[src/rtl/writeback_stage.sv]
// Writeback stage: selects the retiring result and drives the register file write port.
// Loads park the stage in WAIT_MEM until data returns or the wait times out.
module writeback_stage #(
  parameter int DATA_W      = 16,
  parameter int REG_AW      = 3,
  parameter int MEM_TIMEOUT = 15
) (
  input  logic              clock,
  input  logic              reset_n,
  input  logic              in_valid,
  output logic              in_ready,
  input  logic [REG_AW-1:0] in_dest,
  input  logic              in_reg_write,
  input  logic [1:0]        in_wb_sel,
  input  logic [DATA_W-1:0] in_alu,
  input  logic [DATA_W-1:0] in_link,
  input  logic [DATA_W-1:0] in_imm,
  input  logic [DATA_W-1:0] mem_rdata,
  input  logic              mem_rvalid,
  input  logic [REG_AW-1:0] rd_addr1,
  input  logic [REG_AW-1:0] rd_addr2,
  output logic [REG_AW-1:0] write_reg,
  output logic [DATA_W-1:0] write_file,
  output logic              reg_write,
  output logic              hazard1,
  output logic              hazard2,
  output logic              err_timeout
);
  localparam int CNT_W = $clog2(MEM_TIMEOUT + 1);

  typedef enum logic {IDLE = 1'b0, WAIT_MEM = 1'b1} state_t;

  state_t             state_q, state_d;
  logic [CNT_W-1:0]   cnt_q, cnt_d;
  logic [REG_AW-1:0]  ld_dest_q, ld_dest_d;
  logic               ld_rw_q, ld_rw_d;
  logic [REG_AW-1:0]  write_reg_q, write_reg_d;
  logic [DATA_W-1:0]  write_file_q, write_file_d;
  logic               reg_write_q, reg_write_d;
  logic               err_q, err_d;
  logic [DATA_W-1:0]  sel_data;

  always_comb begin
    sel_data = in_alu;
    case (in_wb_sel)
      2'd2:    sel_data = in_link;
      2'd3:    sel_data = in_imm;
      default: sel_data = in_alu;
    endcase
  end

  always_comb begin
    state_d      = state_q;
    cnt_d        = cnt_q;
    ld_dest_d    = ld_dest_q;
    ld_rw_d      = ld_rw_q;
    write_reg_d  = write_reg_q;
    write_file_d = write_file_q;
    reg_write_d  = 1'b0;
    err_d        = err_q;
    case (state_q)
      IDLE: begin
        if (in_valid) begin
          if (in_wb_sel == 2'd1) begin
            ld_dest_d = in_dest;
            ld_rw_d   = in_reg_write;
            cnt_d     = '0;
            state_d   = WAIT_MEM;
          end else begin
            write_reg_d  = in_dest;
            write_file_d = sel_data;
            reg_write_d  = in_reg_write;
          end
        end
      end
      WAIT_MEM: begin
        if (mem_rvalid) begin
          write_reg_d  = ld_dest_q;
          write_file_d = mem_rdata;
          reg_write_d  = ld_rw_q;
          state_d      = IDLE;
        end else if (cnt_q == CNT_W'(MEM_TIMEOUT - 1)) begin
          // This cycle is the MEM_TIMEOUT-th without data: abandon the load.
          err_d   = 1'b1;
          state_d = IDLE;
        end else begin
          cnt_d = cnt_q + CNT_W'(1);
        end
      end
      default: state_d = IDLE;
    endcase
  end

  always_ff @(posedge clock or negedge reset_n) begin
    if (!reset_n) begin
      state_q      <= IDLE;
      cnt_q        <= '0;
      ld_dest_q    <= '0;
      ld_rw_q      <= 1'b0;
      write_reg_q  <= '0;
      write_file_q <= '0;
      reg_write_q  <= 1'b0;
      err_q        <= 1'b0;
    end else begin
      state_q      <= state_d;
      cnt_q        <= cnt_d;
      ld_dest_q    <= ld_dest_d;
      ld_rw_q      <= ld_rw_d;
      write_reg_q  <= write_reg_d;
      write_file_q <= write_file_d;
      reg_write_q  <= reg_write_d;
      err_q        <= err_d;
    end
  end

  assign in_ready    = (state_q == IDLE);
  assign hazard1     = (state_q == WAIT_MEM) && ld_rw_q && (rd_addr1 == ld_dest_q);
  assign hazard2     = (state_q == WAIT_MEM) && ld_rw_q && (rd_addr2 == ld_dest_q);
  assign write_reg   = write_reg_q;
  assign write_file  = write_file_q;
  assign reg_write   = reg_write_q;
  assign err_timeout = err_q;
endmodule

[config.mk]
export PLATFORM = sky130hd
export DESIGN_NAME = writeback_stage
export DESIGN_NICKNAME = d
export VERILOG_FILES = /design/src/rtl/writeback_stage.sv
export SDC_FILE = /design/constraint.sdc
export NUM_CORES = 1
export LEC_CHECK = 0
export CAP_MARGIN = 10
export CORE_MARGIN = 10
export CORE_UTILIZATION = 38
export CTS_CLUSTER_DIAMETER = 50
export DETAILED_ROUTE_END_ITERATION = 12
export PLACE_DENSITY = 0.8
export SKIP_LAST_GASP = 1
export SYNTH_ARGS = -nofsm -noshare
export SYNTH_HDL_FRONTEND = slang
export SYNTH_SLANG_ARGS = --single-unit
export TNS_END_PERCENT = 1
[constraint.sdc]
create_clock -name clock -period 1.65 [get_ports clock]
set_input_delay 0.2475 -clock clock [delete_from_list [all_inputs] [get_ports clock]]
set_output_delay 0.2475 -clock clock [all_outputs]
set_load 0.01 [all_outputs]
Word-level counts from Yosys, hierarchy flattened
Cells that the tools add are included.
- add/sub/neg operators: 1
- $mul: 0
- divide/modulo/power cells: 0
- order comparisons: 0
- equal/unequal tests: 12
- shift operators: 0
- muxes and demuxes: 23
- bitwise operators: 2
- reductions and logical operators: 7
- operators by type and width (cell ; number):
    $pmux W16 S2 ; 2
    $mux W16 ; 3
    $mux W4 ; 4
    $ne A2 B2 Y1 const B ; 5
    $mux W3 ; 3
    $reduce_and A3 Y1 ; 3
    $pmux W4 S2 ; 1
    $mux W1 ; 7
    $eq A3 B3 Y1 ; 2
    $pmux W3 S2 ; 1
    $add A4 B1 Y4 const B ; 1
    $eq A2 B2 Y1 const B ; 2
    $eq A4 B4 Y1 const B ; 1
    $pmux W1 S2 ; 2
    $reduce_and A4 Y1 ; 1
    $logic_and A1 B1 Y1 ; 3
    $eq A2 B1 Y1 const B ; 1
    $ne A2 B1 Y1 const B ; 1
    $not A1 Y1 ; 2
- bits in registers: 30
- latch bits: 0
- memory bits (writable): 0
- ROM bits: 0
- logic and storage cells: 53
- memories: 0

Longest topological paths before layout
Gate-level depths: netlist of the first run.
- word-level depth: 5
- gate-level depth with buffers: 6
- depth with buffers taken out: 5

Worst setup path after synthesis of the first run
OpenSTA, ideal clock, no wires.
- kind: register to output
- start point: reg state_q
- end point: out hazard2
- data arrival time: 1154 ps
- slack: 249 ps
- cell stages (with the launch flop): 5
- path through: dfrtp_1 buf_6 buf_2 nand2_1 nor4_1
- word-level cells in the longest chain between the ends: 2
- ends and longest elaborated chain (item ; RTL line ; RTL):
    from (decl) ; 33 ; state_t state_q, state_d;
    from (signal assigned) ; 105 ; state_q <= state_d;
    $logic_and A1 B1 Y1 (2 in a row) ; 118 ; assign hazard2 = (state_q == WAIT_MEM) && ld_rw_q && (rd_addr2 == ld_dest_q);
    to (decl) ; 26 ; output logic hazard2,
Every way passes these cells.

Worst setup path after layout of the first run
- start point: in in_wb_sel[0]
- end point: reg write_file_q[10], in the netlist write_file[10]
- word-level cells in the longest chain between the ends: 5
- elaborated cells on any way between the ends: 9
- those cells by class: eq/ne: 4; mux: 4; reduce/logical: 1
- ends and longest elaborated chain (item ; RTL line ; RTL):
    from (decl) ; 14 ; input logic [1:0] in_wb_sel,
    $eq A2 B2 Y1 ; 45 ; case (in_wb_sel)
    $pmux W16 S2 ; 45 ;
    $mux W16 ; 64 ; if (in_wb_sel == 2'd1) begin
    $mux W16 ; 63 ; if (in_valid) begin
    $pmux W16 S2 ; 61 ; case (state_q)
    to (signal assigned) ; 110 ; write_file_q <= write_file_d;
    to (decl) ; 38 ; logic [DATA_W-1:0] write_file_q, write_file_d;
Parallel ways exist; a longest one is shown, timed or not. The select of a mux whose other input is x is not followed.
A chain may end at the register's enable or synchronous reset.

==> flow_metrics.py, run 1 <==
metrics = {
    "global_route": {
        "grt_pass1_wl_um": 8820,
        "grt_remaining_overflow": 0,
        "track_usage": 0.141,
        "grt_pass1_vias": 1833,
        "antenna_found_initial": 0,
        "grt_max_degree": 31,
    },
    "synth": {
        "synth_ff_type": "dfrtp_1",
        "postSynthAreaPerCell_um2": 11.3,
        "postSynth.asyncResetShare": 1.00,
        "yosysUniqueCellTypes": 29,
        "syn_area_um2": 1820,
        "yosysSeqAreaShare": 0.412,
        "synth_edf_count": 0,
        "syn-num-nets": 244,
        "synthCells": 162,
        "ys_ff_latch": 30,
        "ys_warn_count": 0,
    },
    "routing": {
        "drc": 0,
        "dr_total_vias": 1694,
        "drtPass1Iterations": 6,
        "drt_iter0_drc": 121,
        "vias_per_cell": 5.15,
        "routed_wirelength_um": 5760,
        "ant_nets": 0,
        "post_drt_wl_per_cell_um": 17.5,
    },
    "floorplan": {
        "coreArea_um2": 4690,
        "dieHeight_um": 89.3,
        "start_util": 0.389,
        "die-area_um2": 7970,
        "ios": 104,
        "fp-row-count": 25,
        "fp.dieW_um": 89.3,
    },
    "cells_and_area": {
        "antenna_cells": 0,
        "largest_reg_flops": 16,
        "fin_nets": 356,
        "area_delta_synth_final_pct": 67.8,
        "layout-drive-gt1-share": 0.164,
        "n_fill_cell": 395,
    },
    "worst_setup_path": {
        "worstSetupPathType": "in -> reg",
        "slowest_delay_ps": 500,
        "required_ps": 1790,
        "setup.worst_path.end_class": "register",
        "r2r_cells": 5,
        "r2r_slack_ps": 70,
        "cp-startpoint": "in_wb_sel[0]",
        "r2r_end": "write_file[7]",
        "critPathMaxFanout": 19,
        "start_kind": "primary input",
        "cpMaxStageDelayCell": "clkdlybuf4s50_1",
        "crit_path_cell_trace": "clkdlybuf4s50_1 > buf_12 > mux2_2 > a222oi_1 > mux2i_1",
        "arrival_ps": 1750,
        "reg2reg_from": "state_q",
        "cp-endpoint": "write_file[10]",
    },
    "place": {
        "numPortBuffers": 103,
        "gp_congestion": 0.728,
        "place_hpwl_um": 4540,
        "post-place-ws_ps": -305,
    },
    "power_and_ir_drop": {
        "leakage_nw": 1.37,
        "ir_drop_mv": 0.441,
        "clock_power_share": 0.226,
        "pwr-share-comb": 0.393,
        "p_seq_frac": 0.381,
        "p_int_mw": 1.88,
        "swShare": 0.289,
        "pwr_density_cell_nw_per_um2": 862,
        "p_sw_mw": 0.762,
    },
    "clocking": {
        "cts_buffer_depth": 2,
        "cts_max_level": 2,
        "cts_sinks": 30,
        "cts_tree": "done",
        "insertion_delay_ps": 270,
        "ctsHoldBuffers": 0,
        "cts-root-buf": "clkbuf_8",
        "clk_pin_slew_ps": 60,
        "cts-buffers-inserted": 5,
    },
    "timing": {
        "slew_headroom": 0.749,
        "drv_slew": 0,
        "worst_slack_ps": 35.6,
        "period_share": 0.978,
        "rsz0062_at_grt": "true",
        "timing_hold_violations_final": 0,
        "fmax_mhz": 619,
        "worstMarginPinSlew_ps": 376,
        "fin_crit_ps": 1610,
        "fin_skew_ps": 3.59,
        "setup_viol": 0,
        "final.setup.tns_ps": 0,
    },
    "flow_run": {
        "drv_cap": 0,
    },
    "status": {
        "status": "complete, no violations",
    },
    "hold_path": {
        "min_path_type": "in -> async",
    },
}
==> power by group through the flow <==
| stage | clock network (mW) | registers, mW | logic (mW) |
|---|---|---|---|
| 3_5_place_dp | 0 | 1.02 | 1.05 |
| 6_report | 0.597 | 1.01 | 1.04 |
| 3_3_place_gp | 0 | 1.01 | 1.03 |
| 5_1_grt | 0.649 | 1.03 | 1.13 |
| 2_1_floorplan | 0 | 1.07 | 0.382 |
| 4_1_cts | 0.615 | 1.01 | 1.05 |
==> stage by stage <==
| step | utilization | area, um2 | hold slack [ps] | power, mW | cells |
|---|---|---|---|---|---|
| 2_1_floorplan | - | 1820 | -48.1 | 1.45 | 162 |
| 3_3_place_gp | 0.635 | 2980 | 451 | 2.04 | 321 |
| 3_5_place_dp | 0.635 | 2980 | 448 | 2.07 | 321 |
| 4_1_cts | 0.654 | 3070 | 374 | 2.67 | 329 |
| 5_1_grt | 0.653 | 3060 | 401 | 2.81 | 329 |
| 6_report | 0.653 | 3060 | 362 | 2.64 | 329 |
==> placed cells by master, fill, tap and decap left out, types with 2 or more instances in the layout <==
| cell type | synthesis | layout |
|---|---|---|
| buf_12 | 1 | 4 |
| nand3_1 | 5 | 5 |
| a222oi_1 | 16 | 16 |
| nor4_1 | 2 | 2 |
| o21ai_0 | 2 | 2 |
| clkdlybuf4s50_1 | 0 | 100 |
| dfrtp_1 | 30 | 30 |
| ha_1 | 2 | 2 |
| nand2b_1 | 2 | 2 |
| inv_1 | 18 | 18 |
| clkbuf_8 | 0 | 6 |
| mux2_2 | 13 | 13 |
| clkbuf_2 | 0 | 2 |
| xor2_1 | 6 | 6 |
| buf_4 | 0 | 8 |
| mux2_4 | 9 | 9 |
| nor2b_1 | 2 | 2 |
| nand2_1 | 15 | 15 |
| mux2i_1 | 18 | 18 |
==> cell families (layout without fill, tap and decap cells) <==
logic type,Yosys count,in the layout,synth area share
buffers and inverters,29,142,0.0878
flip-flops,30,30,0.412
XOR/XNOR,6,6,0.0288
AO/OA/AOI/OAI,23,23,0.115
adder cells (fa/ha/maj),2,2,0.0137
multiplexers,40,40,0.253
AND/OR/NAND/NOR,32,32,0.0898
==> how the worst min path moves through the flow <==
stage / endpoint / slack [ps] / cells past startpoint
global route: ld_dest_q[2] / 400 / 2
detailed placement: err_timeout / 450 / 1
CTS: write_file[3] / 370 / 2
global placement: err_timeout / 450 / 1
floorplan: cnt_q[0] / -50 / 0
finish: write_file[3] / 360 / 2
==> routing by layer <==
| layer | GRT usage | vias up | part of all wire |
|---|---|---|---|
| li1 | - | 816 | - |
| met1 | 0.154 | 807 | 0.37 |
| met2 | 0.240 | 64 | 0.50 |
| met3 | 0.0656 | 7 | 0.11 |
| met4 | 0.0405 | 0 | 0.010 |
| met5 | 0 | - | 0 |
==> worst max-delay path, delay by kind of cell <==
kind / cells / cell delay, ps
AOI/OAI and AO/OA: 1 / 330
buffers and inverters: 2 / 680
muxes: 2 / 470
==> Yosys cell counts (2+ instances only) <==
library cell  count  area (um2)
clkbuf_1          2        7.51
mux2i_1          18         180
xor2_1            6        52.6
buf_2             4        20.0
nand2b_1          2        12.5
inv_1            18        67.6
mux2_4            9         135
ha_1              2        25.0
nand2_1          15        56.3
mux2_2           13         146
o21ai_0           2        10.0
buf_6             4        45.0
dfrtp_1          30         751
nor4_1            2        12.5
nor2b_1           2        12.5
nand3_1           5        25.0
a222oi_1         16         160
==> area by class of cell <==
type,instances,area [um2],share of cell area
tap,54,67.6,0.0221
multi-input combinational,103,913,0.298
clock buffer,7,86.3,0.0282
sequential,30,751,0.245
timing repair buffer,116,1170,0.383
inverter,18,67.6,0.0221
clock inverter,1,5.00,0.00163
==> what timing repair did <==
item                                    CTS  global route
resized for setup                         4             6
endpoints found under the setup margin    6            14
buffers inserted                          0             0
No activity file was read; power rests on OpenSTA's default activity.
==> run 2, diff against run 1 <==
--- a/config.mk
+++ b/config.mk
@@ -7,11 +7,11 @@
 export LEC_CHECK = 0
 export CAP_MARGIN = 10
 export CORE_MARGIN = 10
-export CORE_UTILIZATION = 38
-export CTS_CLUSTER_DIAMETER = 50
+export CORE_UTILIZATION = 41
 export DETAILED_ROUTE_END_ITERATION = 12
-export PLACE_DENSITY = 0.8
+export PLACE_DENSITY = 0.85
 export SKIP_LAST_GASP = 1
+export SLEW_MARGIN = 40
 export SYNTH_ARGS = -nofsm -noshare
 export SYNTH_HDL_FRONTEND = slang
 export SYNTH_SLANG_ARGS = --single-unit
==> constraint.sdc (replaced) <==
create_clock -name clock -period 1.9 [get_ports clock]
set_input_delay 0.285 -clock clock [delete_from_list [all_inputs] [get_ports clock]]
set_output_delay 0.285 -clock clock [all_outputs]
set_load 0.01 [all_outputs]
==> flow_metrics.py, run 2 (synthesis results as in run 1) <==
metrics = {
    "cells_and_area": {
        "antenna_cells": 0,
        "stdcell_area_um2": 3030,
        "final_cell_mix": "clkdlybuf4s50_1 (101), dfrtp_1 (30), inv_1 (18), mux2i_1 (18), a222oi_1 (16)",
        "largest_reg_flops": 16,
        "fin_nets": 352,
        "layout-drive-gt1-share": 0.144,
        "regArea_um2": 751,
        "final_common_cell": "clkdlybuf4s50_1",
        "area_delta_synth_final_pct": 65.8,
        "multi_input_area_um2": 913,
        "n_fill_cell": 326,
    },
    "worst_setup_path": {
        "required_ps": 1620,
        "start_kind": "register",
        "setup.worst_path.end_class": "primary output",
        "worstSetupPathType": "reg -> out",
        "arrival_ps": 1470,
        "critPathMaxFanout": 13,
    },
    "timing": {
        "setup_viol": 0,
        "timing_hold_violations_final": 0,
        "whs_ps": 404,
        "worst_slack_ps": 141,
        "rsz0062_at_grt": "false",
        "fin_skew_ps": 1.93,
        "fin_crit_ps": 1760,
        "drv_slew": 0,
        "worstMarginPinSlew_ps": 501,
        "slew_headroom": 0.666,
        "fmax_mhz": 569,
        "period_share": 0.926,
    },
    "global_route": {
        "grt_max_degree": 31,
        "antenna_found_initial": 0,
        "grt_remaining_overflow": 0,
        "grt_pass1_vias": 1797,
        "grt_pass1_wl_um": 8980,
        "track_usage": 0.147,
    },
    "power_and_ir_drop": {
        "p_sw_mw": 0.661,
        "total_power_mw": 2.27,
        "p_int_mw": 1.61,
        "clock_power_share": 0.229,
        "swShare": 0.291,
        "ir_drop_mv": 0.457,
        "leakage_nw": 1.37,
        "p_seq_frac": 0.387,
        "pwr-share-comb": 0.385,
        "pwr_density_cell_nw_per_um2": 751,
    },
    "place": {
        "dpl-instance-area_um2": 2930,
        "numPortBuffers": 103,
        "place_hpwl_um": 4720,
        "post-place-ws_ps": -103,
        "gp_congestion": 0.777,
    },
    "hold_path": {
        "min_path_type": "in -> async",
    },
    "clocking": {
        "clk_pin_slew_ps": 60,
        "cts_max_level": 2,
        "insertion_delay_ps": 280,
        "cts_buffer_depth": 2,
        "post_cts_buffers": 0,
        "ctsHoldBuffers": 0,
        "cts-buffers-inserted": 5,
        "cts_tree": "done",
        "cts_sinks": 30,
        "cts-root-buf": "clkbuf_8",
    },
    "routing": {
        "routed_wirelength_um": 5820,
        "dr_total_vias": 1692,
        "ant_nets": 0,
        "drc": 0,
        "drtPass1Iterations": 5,
        "drt_iter0_drc": 123,
        "post_drt_wl_per_cell_um": 18.0,
        "vias_per_cell": 5.24,
    },
    "flow_run": {
        "drv_cap": 0,
    },
    "floorplan": {
        "ios": 104,
        "fp-row-count": 24,
        "dieHeight_um": 86.7,
        "coreArea_um2": 4320,
        "start_util": 0.422,
        "die-area_um2": 7520,
        "fp.dieW_um": 86.7,
    },
    "status": {
        "status": "complete, no violations",
    },
}
run 2: repair_timing:
item / 4_1_cts / 5_1_grt
setup endpoints to repair: 2 / 1
resized for setup: 1 / 1
pin swaps: 0 / 0
run 2: worst paths after layout:
| path | slack, ps | startpoint | cells past startpoint | to |
|---|---|---|---|---|
| min | 400 | reset_n | 2 | ld_dest_q[1] |
| max reg2reg | 370 | state_q | 4 | write_reg[2] |
| max in group asynchronous | 1210 | reset_n | 2 | write_reg[2] |
| max | 140 | state_q | 3 | in_ready |
| min reg2reg | 490 | err_timeout | 1 | err_timeout |
| min in group clock | 490 | err_timeout | 1 | err_timeout |
run 2: area by class of cell:
cell class | count | area share
repair buffers | 112 | 0.376
multi-input cells | 103 | 0.302
flip-flops and latches | 30 | 0.248
clock buffers | 7 | 0.0285
inverters | 18 | 0.0223
well taps | 52 | 0.0215
clock inverters | 1 | 0.00165
run 2: critical path: stages, from the launching register on:
cell and delay (ps):
dfrtp_1 380, buf_4 180, inv_1 80, clkdlybuf4s50_1 550
run 2: layer usage:
layer,GRT usage,part of all wire,vias up
li1,-,-,808
met1,0.169,0.40,798
met2,0.249,0.50,81
met3,0.0610,0.096,5
met4,0.0353,0.0053,0
met5,0,0,-
run 2: power groups by stage:
stage / sequential (mW) / combinational (mW) / clock, mW
after floorplan: 0.930 / 0.332 / 0
after global placement: 0.880 / 0.865 / 0
after detailed placement: 0.889 / 0.885 / 0
after CTS: 0.880 / 0.890 / 0.538
after global routing: 0.899 / 0.950 / 0.569
final: 0.879 / 0.874 / 0.520
run 2: stage by stage:
stage,std cells,TNS (ps),util
detailed placement,315,-302,0.678
finish,323,0,0.700
floorplan,162,0,-
CTS,323,-115,0.699
global route,323,0,0.700
global placement,315,-171,0.678
==> run 3, diff against run 2 <==
--- a/config.mk
+++ b/config.mk
@@ -10,6 +10,7 @@
 export CORE_UTILIZATION = 41
 export DETAILED_ROUTE_END_ITERATION = 12
 export PLACE_DENSITY = 0.85
+export REMOVE_ABC_BUFFERS = 1
 export SKIP_LAST_GASP = 1
 export SLEW_MARGIN = 40
 export SYNTH_ARGS = -nofsm -noshare
==> flow_metrics.py, run 3 (synthesis results as in run 1) <==
metrics = {
    "status": {
        "status": "complete, no violations",
    },
    "routing": {
        "ant_nets": 0,
        "drc": 0,
        "vias_per_cell": 5.26,
        "post_drt_wl_per_cell_um": 18.3,
        "dr_total_vias": 1704,
        "drtPass1Iterations": 5,
        "routed_wirelength_um": 5930,
        "drt_iter0_drc": 161,
    },
    "global_route": {
        "grt_max_degree": 31,
        "grt_remaining_overflow": 0,
        "track_usage": 0.151,
        "grt_pass1_vias": 1796,
        "antenna_found_initial": 0,
        "grt_pass1_wl_um": 9200,
    },
    "cells_and_area": {
        "layout-drive-gt1-share": 0.151,
        "stdcell_area_um2": 3000,
        "area_delta_synth_final_pct": 64.7,
        "largest_reg_flops": 16,
        "fin_nets": 354,
        "final_common_cell": "clkdlybuf4s50_1",
        "final_cell_mix": "clkdlybuf4s50_1 (101), dfrtp_1 (29), inv_1 (18), mux2i_1 (18), a222oi_1 (16)",
        "antenna_cells": 0,
    },
    "timing": {
        "fin_crit_ps": 1700,
        "worst_slack_ps": 197,
        "setup_viol": 0,
        "timing_hold_violations_final": 0,
        "drv_slew": 0,
        "fin_skew_ps": 6.24,
        "slew_headroom": 0.520,
        "final.setup.tns_ps": 0,
        "worstMarginPinSlew_ps": 719,
        "period_share": 0.897,
        "fmax_mhz": 587,
        "rsz0062_at_grt": "false",
    },
    "clocking": {
        "ctsHoldBuffers": 0,
        "clk_pin_slew_ps": 60,
        "cts_max_level": 2,
        "insertion_delay_ps": 270,
        "cts-root-buf": "clkbuf_8",
        "cts_tree": "done",
        "cts_sinks": 30,
        "cts-buffers-inserted": 5,
        "cts_buffer_depth": 2,
    },
    "floorplan": {
        "fp-row-count": 24,
        "coreArea_um2": 4320,
        "fp.dieW_um": 86.7,
        "die-area_um2": 7520,
        "start_util": 0.422,
        "ios": 104,
        "dieHeight_um": 86.7,
    },
    "hold_path": {
        "min_path_type": "in -> async",
    },
    "power_and_ir_drop": {
        "pwr_density_cell_nw_per_um2": 741,
        "leakage_nw": 1.36,
        "ir_drop_mv": 0.504,
    },
    "place": {
        "numPortBuffers": 103,
        "gp_congestion": 0.782,
        "post-place-ws_ps": -95.3,
        "dpl-instance-area_um2": 2930,
        "place_hpwl_um": 4820,
    },
    "flow_run": {
        "drv_cap": 0,
    },
    "worst_setup_path": {
        "setup.worst_path.end_class": "primary output",
        "critPathMaxFanout": 4,
        "required_ps": 1620,
        "arrival_ps": 1420,
        "start_kind": "register",
        "worstSetupPathType": "reg -> out",
    },
}
## run 3: changes by cell type in the layout (fill, tap and decap cells not counted), sizes merged
| cell | delta |
|---|---|
| buf | +2 |
| clkinv | -1 |
## run 3: final cells by class
cell class	instances	area (um2)
clock buffer	7	76.3
inverter	18	67.6
timing repair buffer	114	1130
tap	52	65.1
fill	341	1320
sequential	30	752
multi-input combinational	103	916
## run 3: worst max-delay path, stage by stage, from the launching register on
cell and delay (ps):
dfrtp_1 420, xor2_1 180, nor4_1 240, dlygate4sd2_1 300
## run 3: timing repair
item / 4_1_cts / 5_1_grt
endpoints found under the hold margin: 0 / 0
buffers inserted: 0 / 0
gates resized for setup: 2 / 1
pin swaps: 0 / 0
setup endpoints to repair: 2 / 1
## run 3: report_power, final
group          switching, mW  internal [mW]  total (mW)
combinational          0.334          0.532       0.866
clock                  0.221          0.252       0.473
sequential             0.101          0.784       0.885
total                  0.657           1.57        2.22
## run 3: layer usage
| metal | wire, um | track usage | share of wire | up-vias |
|---|---|---|---|---|
| met3 | 463 | 0.0582 | 0.078 | 2 |
| met2 | 3030 | 0.244 | 0.51 | 60 |
| li1 | - | - | - | 814 |
| met5 | 0 | 0 | 0 | - |
| met4 | 20 | 0.0309 | 0.0034 | 0 |
| met1 | 2420 | 0.185 | 0.41 | 828 |
## run 3: path summary, 6_finish.rpt
| check | startpoint | to | cells after the start | slack [ps] |
|---|---|---|---|---|
| max | ld_dest_q[2] | hazard2 | 3 | 200 |
| min | reset_n | write_reg[1] | 2 | 400 |
| max reg2reg | state_q | cnt_q[0] | 4 | 390 |
| min reg2reg | err_timeout | err_timeout | 1 | 470 |
| max in group asynchronous | reset_n | state_q | 2 | 1190 |
| min in group clock | err_timeout | err_timeout | 1 | 470 |
## run 3: stage by stage
stage	hold slack, ps	std cells	power, mW	utilization
final	400	324	2.22	0.695
after global routing	457	324	2.35	0.695
after CTS	414	324	2.25	0.694
after detailed placement	447	317	1.77	0.677
after global placement	446	317	1.74	0.676
after floorplan	-10.6	151	1.23	-
